**src/rtl/process_scheduler_pkg.sv**
```systemverilog
// Shared types and defaults for the process scheduler.
package process_scheduler_pkg;

    localparam int unsigned DefaultNproc   = 8;
    localparam int unsigned DefaultQuantum = 16;

    typedef enum logic [1:0] {
        SlotFree    = 2'd0,
        SlotReady   = 2'd1,
        SlotRunning = 2'd2,
        SlotBlocked = 2'd3
    } slot_status_e;

    typedef enum logic [1:0] {
        StIdle,
        StRun,
        StSelect,
        StLoad
    } sched_state_e;

endpackage

```
**src/rtl/process_scheduler_rr_select.sv**
```systemverilog
// Combinational round-robin search: first set bit of ready_mask at or after start, wrapping.
module rr_select #(
    parameter int unsigned N    = 8,
    parameter int unsigned IdxW = $clog2(N)
) (
    input  logic [N-1:0]    ready_mask,
    input  logic [IdxW-1:0] start,
    output logic            found,
    output logic [IdxW-1:0] index
);

    logic [IdxW:0]   sum;
    logic [IdxW-1:0] idx;

    // Walk from the farthest offset down so the nearest ready slot is the last one written.
    always_comb begin
        found = 1'b0;
        index = '0;
        sum   = '0;
        idx   = '0;
        for (int i = int'(N) - 1; i >= 0; i--) begin
            sum = {1'b0, start} + (IdxW + 1)'(i);
            if (sum >= (IdxW + 1)'(N)) begin
                sum = sum - (IdxW + 1)'(N);
            end
            idx = sum[IdxW-1:0];
            if (ready_mask[idx]) begin
                found = 1'b1;
                index = idx;
            end
        end
    end

endmodule

```
**src/rtl/process_scheduler.sv**
```systemverilog
// Round-robin process scheduler with IO blocking; time-slice preemption enabled by SCHED_PREEMPT_EN.
module process_scheduler
    import process_scheduler_pkg::*;
#(
    parameter int unsigned NPROC   = DefaultNproc,
    parameter int unsigned PC_W    = 32,
    parameter int unsigned QUANTUM = DefaultQuantum
) (
    input  logic                     clock,
    input  logic                     reset,
    input  logic                     proc_create,
    input  logic [$clog2(NPROC)-1:0] create_id,
    input  logic [PC_W-1:0]          create_pc,
    input  logic                     instr_valid,
    input  logic [PC_W-1:0]          resume_pc,
    input  logic                     io_req,
    input  logic                     io_done,
    input  logic [$clog2(NPROC)-1:0] io_done_id,
    input  logic                     proc_exit,
    output logic                     switch_req,
    output logic [PC_W-1:0]          next_pc,
    output logic [$clog2(NPROC)-1:0] cur_pid,
    output logic                     running,
    output logic                     idle,
    output logic                     create_err
);

    localparam int unsigned IdW = $clog2(NPROC);

    sched_state_e    state_q, state_d;
    slot_status_e    status_q [NPROC];
    slot_status_e    status_d [NPROC];
    logic [PC_W-1:0] pc_q [NPROC];
    logic [PC_W-1:0] pc_d [NPROC];
    logic [IdW-1:0]  cur_pid_q, cur_pid_d;
    logic [PC_W-1:0] next_pc_q, next_pc_d;
    logic            create_err_q, create_err_d;

    logic [NPROC-1:0] ready_mask;
    logic [IdW-1:0]   search_start;
    logic             sel_found;
    logic [IdW-1:0]   sel_idx;
    logic             expire;

`ifdef SCHED_PREEMPT_EN
    localparam int unsigned QW = $clog2(QUANTUM);
    logic [QW-1:0] quantum_q, quantum_d;
    assign expire = instr_valid && (quantum_q == QW'(QUANTUM - 1));
`else
    localparam int unsigned unused_quantum = QUANTUM;
    logic unused_instr;
    assign unused_instr = instr_valid;
    assign expire       = 1'b0;
`endif

    always_comb begin
        for (int i = 0; i < int'(NPROC); i++) begin
            ready_mask[i] = (status_q[i] == SlotReady);
        end
    end

    // Start one past the current slot so the current slot is considered last.
    assign search_start = (cur_pid_q == IdW'(NPROC - 1)) ? '0 : cur_pid_q + 1'b1;

    rr_select #(
        .N    (NPROC),
        .IdxW (IdW)
    ) u_rr_select (
        .ready_mask (ready_mask),
        .start      (search_start),
        .found      (sel_found),
        .index      (sel_idx)
    );

    always_comb begin
        state_d   = state_q;
        status_d  = status_q;
        pc_d      = pc_q;
        cur_pid_d = cur_pid_q;
        next_pc_d = next_pc_q;
`ifdef SCHED_PREEMPT_EN
        quantum_d = quantum_q;
`endif

        unique case (state_q)
            StIdle: begin
                if (|ready_mask) state_d = StSelect;
            end
            StRun: begin
`ifdef SCHED_PREEMPT_EN
                if (instr_valid) quantum_d = quantum_q + 1'b1;
`endif
                if (proc_exit) begin
                    status_d[cur_pid_q] = SlotFree;
                    state_d             = StSelect;
                end else if (io_req) begin
                    pc_d[cur_pid_q]     = resume_pc;
                    status_d[cur_pid_q] = SlotBlocked;
                    state_d             = StSelect;
                end else if (expire) begin
                    pc_d[cur_pid_q]     = resume_pc;
                    status_d[cur_pid_q] = SlotReady;
                    state_d             = StSelect;
                end
            end
            StSelect: begin
                if (sel_found) begin
                    cur_pid_d = sel_idx;
                    next_pc_d = pc_q[sel_idx];
                    state_d   = StLoad;
                end else begin
                    state_d = StIdle;
                end
            end
            StLoad: begin
                status_d[cur_pid_q] = SlotRunning;
`ifdef SCHED_PREEMPT_EN
                quantum_d = '0;
`endif
                state_d = StRun;
            end
            default: state_d = StIdle;
        endcase

        // Create targets a FREE slot and io_done a BLOCKED one, so neither can collide with
        // the running slot's update above or with each other.
        create_err_d = 1'b0;
        if (proc_create) begin
            if (status_q[create_id] == SlotFree) begin
                status_d[create_id] = SlotReady;
                pc_d[create_id]     = create_pc;
            end else begin
                create_err_d = 1'b1;
            end
        end
        if (io_done && status_q[io_done_id] == SlotBlocked) begin
            status_d[io_done_id] = SlotReady;
        end
    end

    always_ff @(posedge clock) begin
        if (!reset) begin
            state_q      <= StIdle;
            cur_pid_q    <= '0;
            next_pc_q    <= '0;
            create_err_q <= 1'b0;
            for (int i = 0; i < int'(NPROC); i++) begin
                status_q[i] <= SlotFree;
                pc_q[i]     <= '0;
            end
`ifdef SCHED_PREEMPT_EN
            quantum_q <= '0;
`endif
        end else begin
            state_q      <= state_d;
            cur_pid_q    <= cur_pid_d;
            next_pc_q    <= next_pc_d;
            create_err_q <= create_err_d;
            status_q     <= status_d;
            pc_q         <= pc_d;
`ifdef SCHED_PREEMPT_EN
            quantum_q <= quantum_d;
`endif
        end
    end

    assign switch_req = (state_q == StLoad);
    assign running    = (state_q == StRun);
    assign idle       = (state_q == StIdle);
    assign next_pc    = next_pc_q;
    assign cur_pid    = cur_pid_q;
    assign create_err = create_err_q;

endmodule

```
**config.mk**
```make
export PLATFORM = sky130hd
export DESIGN_NAME = process_scheduler
export DESIGN_NICKNAME = d
export VERILOG_FILES = /design/src/rtl/process_scheduler_pkg.sv /design/src/rtl/process_scheduler_rr_select.sv /design/src/rtl/process_scheduler.sv
export SDC_FILE = /design/constraint.sdc
export NUM_CORES = 1
export LEC_CHECK = 0
export CELL_PAD_IN_SITES_DETAIL_PLACEMENT = 1
export CELL_PAD_IN_SITES_GLOBAL_PLACEMENT = 1
export CORE_MARGIN = 10
export CORE_UTILIZATION = 50
export DETAILED_ROUTE_END_ITERATION = 7
export PLACE_DENSITY = 0.94
export SETUP_SLACK_MARGIN = 0.02
export SYNTH_ARGS = -nofsm -noshare
export SYNTH_HDL_FRONTEND = slang
export SYNTH_SLANG_ARGS = --single-unit
```
**constraint.sdc**
```tcl
create_clock -name clock -period 5.3 [get_ports clock]
set_input_delay 1.59 -clock clock [delete_from_list [all_inputs] [get_ports clock]]
set_output_delay 1.59 -clock clock [all_outputs]
set_load 0.02 [all_outputs]
```
==> flow_summary_export.csv, run 1 <==
group,metric,value,unit
min_path,whs_path_depth,3,
floorplanning,dieWidth,206,um
power,p_leak,11.8,nW
logic_synthesis,synth.most_common_cell,"mux2i_1",
place,hpwl,36800,um
detailed_routing,routed-wl-met2,33200,um
logic_synthesis,synthArstFlopShare,0,%
clock_network,worstSkewPairLatency,0.54,ns
grt,grt_pass1_wl,103000,um
logic_synthesis,synth.top_cell.area_share,35.7,%
timing,worstMarginPinSlew,1.39,ns
clock_network,cts_tree,"done",
run_status,status,"completed",
place,dp_cells,2258,
logic_synthesis,synth.distinct_cells,61,
min_path,worstHoldStart,"pc_q[229]",
logic_synthesis,synth_seq_cells,310,
timing,fin_ws,0.359,ns
detailed_routing,num_vias,16000,
clock_network,cts.htree.levels,2,
timing,fin_setup_tns,0,ns
finish,fin_nets,1921,
job,cap_violations,0,
clock_network,cts.sinks,310,
detailed_routing,wl_per_cell,28.9,um
timing,relSlewSlack,7.41,%
finish,instances_no_fill,2321,
logic_synthesis,synth_edf_count,0,
finish,drive_gt1_share,7.20,%
clock_network,cts_inserted_buffers,36,
clock_network,post_cts_buffers,0,
grt,grtUsageTotal,30.4,%
setup_path,reg2reg_to,"next_pc[16]",
floorplanning,die-area,42600,um^2
place,gp_congestion,0.894,
setup_path,cp.arrival,5.36,ns
detailed_routing,route.met3.wl,4470,um
grt,grt_antenna_before_repair,4,
detailed_routing,met1Wirelength,25600,um
timing,rsz0062_at_grt,"false",
min_path,holdPathEnd,"pc_q[229]",
timing,hold_slack,0.614,ns
logic_synthesis,syn_nets,1952,
detailed_routing,drtIter0Drc,1647,
setup_path,cp_slowest_cell,"nor2b_4",
logic_synthesis,synth_flop_cell,"dfxtp_1",
grt,overflow,0,
finish,fillers,3709,
setup_path,crit_path_cell_trace,"ha_1 > ha_1 > or2_1 > buf_4 > mux2i_1 > mux4_2 > o311ai_0 > o22ai_1 > or2_1 > nor2b_4 > a221o_1 > nor2_1",
finish,multi_input_area,10300,um^2
logic_synthesis,synth_area,17400,um^2
detailed_routing,firstDrtPassIters,6,
clock_network,cts_buffer_depth,3,
logic_synthesis,ys_warn_count,0,
clock_network,clk_pin_slew,0.06,ns
setup_path,cpPeakStageDelay,1.09,ns
timing,clock.fmax,202,MHz
floorplanning,core_area,34500,um^2
setup_path,path_max_fanout,32,
setup_path,worstSetupPathType,"register to register",
timing,final-setup-viol-count,0,
setup_path,critPathTopFamily,"simple AND/OR/NAND/NOR gates",
grt,grt_max_degree,104,
logic_synthesis,synth_cells,1872,
detailed_routing,routed_wl,67200,um
min_path,hold_path_class,"register to register",
detailed_routing,topRoutingLayerUsed,"met4",
timing,period_share,93.2,%
timing,hold_viol_final,0,
setup_path,start_kind,"register",
floorplanning,io_pins,116,
clock_network,post_cts_resized,0,
logic_synthesis,netlist_top_cells_count,"mux2i_1, dfxtp_1, nand2_1",
detailed_routing,ant_nets,0,
finish,seqCellArea,6210,um^2
logic_synthesis,synth_area_leaders,"dfxtp_1, mux2i_1, o211a_1",
clock_network,hold_buffers,0,
logic_synthesis,syn_area_per_cell,9.29,um^2
floorplanning,rows,68,
power,max-vdd-ir-drop,0.294,mV
setup_path,r2r_start,"cur_pid[0]",
timing,fin_crit,4.94,ns
place,io_buffers,114,
power,p_per_area,313,nW/um^2
detailed_routing,viasPerCell,6.89,
clock_network,root_buffer,"clkbuf_16",
setup_path,reg2reg_depth,12,
finish,syn2layout_area_growth,14.5,%
setup_path,regToRegSetupSlack,0.36,ns
place,pre_cts_ws,0.497,ns
setup_path,cp.required,5.72,ns
setup_path,critPathCaptureType,"register",
detailed_routing,drc_errors,0,
grt,grt_pass1_vias,17600,
logic_synthesis,ys_seq_area_share,35.7,%
floorplanning,die_h,206,um
timing,clock_skew,0.0261,ns
timing,maxSlewViolCount,0,
setup_path,crit_buf_inv,1,
logic_synthesis,yosysTopAreaCell,"dfxtp_1",
floorplanning,initial_utilization,50.5,%
[worst max path at each step]
| stage | cells past startpoint | start | endpoint | slack (ns) |
|---|---|---|---|---|
| after floorplan | 16 | cur_pid[0] | next_pc[30] | 1.58 |
| after global placement | 9 | create_id[0] | status_q[4] | 0.71 |
| after detailed placement | 12 | create_id[2] | status_q[8] | 0.50 |
| after CTS | 12 | cur_pid[0] | next_pc[16] | 0.53 |
| after global routing | 13 | cur_pid[0] | next_pc[16] | 0.11 |
| final | 12 | cur_pid[0] | next_pc[16] | 0.36 |
[power by group]
| part | switching [mW] | internal [mW] | leakage (nW) |
|---|---|---|---|
| clock | 1.05 | 1.40 | 0.545 |
| combinational | 0.738 | 0.516 | 8.70 |
| sequential | 0.0899 | 2.44 | 2.52 |
| total | 1.88 | 4.35 | 11.8 |
[metrics by stage]
step / util [%] / total power [mW] / instance area, um^2
3_3_place_gp: 54.5 / 3.69 / 18800
5_1_grt: 57.8 / 6.40 / 19900
2_1_floorplan: - / 3.34 / 17400
6_report: 57.8 / 6.23 / 19900
3_5_place_dp: 54.5 / 3.76 / 18800
4_1_cts: 57.7 / 6.21 / 19900
[state kept, by name (all words and copies together), names as in the netlist]
name	flops
create_err	1
cur_pid	3
next_pc	32
pc_q	256
state_q	2
status_q	16
[tightest hold or removal path, delay by kind of cell, from the launching register on]
kind               cells  cell delay (ns)
AOI/OAI and AO/OA      1             0.13
DFF                    1             0.33
muxes                  1             0.07
and+or+nand+nor        1             0.06
[final cells by class]
| class | count | share of cell area [%] |
|---|---|---|
| clock inverter | 8 | 0.415 |
| clock buffer | 51 | 5.16 |
| antenna | 4 | 0.0503 |
| timing repair buffer | 160 | 8.43 |
| multi-input combinational | 1325 | 51.8 |
| inverter | 8 | 0.151 |
| sequential | 310 | 31.2 |
| tap | 455 | 2.86 |
[cells by family after synthesis]
family,synth area share (%)
and+or+nand+nor,10.7
muxes,24.4
adders and majority gates,0.216
buffers and inverters,5.49
DFF,35.7
xor gates and xnor gates,0.252
AOI/OAI and AO/OA,23.2
[cell usage in the layout (no fill, tap or decap), types with 5 or more instances in the layout]
cell             Yosys  layout
o21a_1              11      11
inv_1                6       6
clkdlybuf4s50_1      0     113
a22o_1              31      31
a221o_1             31      31
nand2_1            282     281
o21ai_0             54      54
and3_1               6       6
nand2b_1            18      18
a211oi_1            10      10
clkbuf_8             0       8
dfxtp_1            310     310
o221ai_1             7       7
mux2i_1            403     403
a21oi_1             29      29
buf_12               0      15
nor2_1              76      71
or3_2                0       7
clkbuf_16            0      36
o211a_1            259     259
nor2_4               0       5
buf_4                0      31
nor3_1              10       9
nand3_1             11       9
clkbuf_1           129       8
nor2b_1              8       7
mux4_2               7       7
[layer usage]
layer / up-vias / GRT usage, %
li1: 6770 / -
met1: 8066 / 34.2
met2: 863 / 52.8
met3: 299 / 5.19
met4: 0 / 18.6
met5: - / 0
Power figures use the tool's default switching activity.
==> run 2, diff against run 1 <==
SLEW_MARGIN = 40   (was default)
==> run 2 against run 1 <==
Net effect:
- combinational power barely moved
- largest cell class unchanged
- final cell count rose by 0.26%
- clock skew rose by 0.0050 ns
==> flow_summary_export.csv, run 2 (synthesis results as in run 1) <==
group,metric,value,unit
timing,clock.fmax,213,MHz
setup_path,crit_buf_inv,3,
timing,fin_ws,0.597,ns
setup_path,critPathCaptureType,"register",
detailed_routing,ant_nets,0,
floorplanning,die-area,42600,um^2
finish,top_register,"pc_q",
clock_network,post_cts_resized,0,
setup_path,worstSetupPathType,"register to register",
detailed_routing,firstDrtPassIters,6,
timing,relSlewSlack,40.9,%
detailed_routing,topRoutingLayerUsed,"met4",
place,io_buffers,114,
grt,grtUsageTotal,31.3,%
timing,worstMarginPinSlew,0.886,ns
detailed_routing,met1Wirelength,26100,um
job,cap_violations,0,
setup_path,cpPeakStageDelay,0.42,ns
grt,grt_antenna_before_repair,3,
detailed_routing,drtIter0Drc,1834,
timing,hold_slack,0.613,ns
clock_network,post_cts_buffers,0,
setup_path,cp.required,5.75,ns
floorplanning,rows,68,
detailed_routing,route.met3.wl,5120,um
run_status,status,"completed",
clock_network,cts.htree.levels,2,
grt,grt_pass1_vias,17800,
setup_path,start_kind,"register",
finish,drive_gt1_share,7.60,%
clock_network,cts_buffer_depth,3,
timing,maxSlewViolCount,0,
min_path,whs_path_depth,3,
clock_network,root_buffer,"clkbuf_16",
timing,hold_viol_final,0,
setup_path,reg2reg_depth,15,
detailed_routing,wl_per_cell,29.6,um
detailed_routing,num_vias,16300,
clock_network,worstSkewPairLatency,0.55,ns
timing,rsz0062_at_grt,"false",
detailed_routing,routed-wl-met2,33800,um
finish,fin_nets,1924,
place,pre_cts_ws,0.517,ns
clock_network,cts.sinks,310,
timing,fin_crit,4.70,ns
setup_path,cp.arrival,5.16,ns
clock_network,cts_inserted_buffers,36,
finish,final_cell_mix,"mux2i_1, dfxtp_1, nand2_1",
power,p_per_area,317,nW/um^2
finish,post-route-util,58.0,%
setup_path,critPathTopFamily,"simple AND/OR/NAND/NOR gates",
min_path,hold_path_class,"register to register",
clock_network,cts_tree,"done",
finish,largest_reg_flops,256,
floorplanning,io_pins,116,
setup_path,path_max_fanout,13,
timing,period_share,88.7,%
setup_path,regToRegSetupSlack,0.60,ns
clock_network,hold_buffers,0,
power,max-vdd-ir-drop,0.296,mV
setup_path,crit_path_cell_trace,"ha_1 > ha_1 > or2_1 > buf_4 > mux4_2 > mux2i_1 > a211oi_1 > o221a_2 > o22ai_1 > or2_1 > nor2b_4 > buf_8 > buf_8 > a221o_1 > nor2_1",
floorplanning,initial_utilization,50.5,%
timing,final-setup-viol-count,0,
finish,syn2layout_area_growth,15.0,%
detailed_routing,drc_errors,0,
power,p_total,6.34,mW
floorplanning,core_area,34500,um^2
floorplanning,dieWidth,206,um
clock_network,clk_pin_slew,0.06,ns
grt,grt_max_degree,104,
timing,fin_setup_tns,0,ns
detailed_routing,viasPerCell,7.01,
place,gp_congestion,0.894,
power,p_leak,11.8,nW
timing,clock_skew,0.0312,ns
setup_path,cp.depth,15,
grt,overflow,0,
floorplanning,die_h,206,um
detailed_routing,routed_wl,68900,um
finish,final_common_cell,"mux2i_1",
setup_path,cp_slowest_cell,"mux2i_1",
place,hpwl,36700,um
grt,grt_pass1_wl,105000,um
## run 2: changes by cell type in the layout (fill, tap and decap cells not counted), sizes merged
cell,previous run,this run
buf,46,49
clkinv,6,9
clkinvlp,1,0
inv,8,9
## run 2: power by group
part	total, mW	switching [mW]	internal [mW]
Sequential	2.53	0.0925	2.44
Clock	2.53	1.10	1.43
Combinational	1.27	0.755	0.519
## run 2: worst min-delay path, delay by kind of cell, from the launching register on
kind	cells	cell delay, ns
flops	1	0.32
mux	1	0.07
compound gates	1	0.13
simple gates	1	0.06
## run 2: path summary, 6_finish.rpt
| check | from | end |
|---|---|---|
| hold / removal | pc_q[16] | pc_q[16] |
| setup reg to reg | cur_pid[0] | next_pc[18] |
| hold reg to reg | pc_q[16] | pc_q[16] |
| setup / recovery | cur_pid[0] | next_pc[18] |
## run 2: layout make-up
cell class                 count  area [um^2]
antenna                        4         10.0
clock buffer                  51         1050
clock inverter                11         98.8
fill                        3749        14500
inverter                       8         30.0
multi-input combinational   1325        10300
sequential                   310         6210
tap                          455          569
timing repair buffer         163         1730
## run 2: routing by layer
layer	vias to the layer above	GRT usage, %
met3	327	5.80
met1	8204	35.3
met4	0	20.0
li1	6778	-
met5	-	0
met2	996	53.4
## run 2: per-stage QoR
| stage | std cells | instance area, um^2 |
|---|---|---|
| final | 2327 | 20000 |
| after global routing | 2326 | 20000 |
| after CTS | 2322 | 20000 |
| after detailed placement | 2260 | 18800 |
| after global placement | 2258 | 18800 |
| after floorplan | 1872 | 17400 |
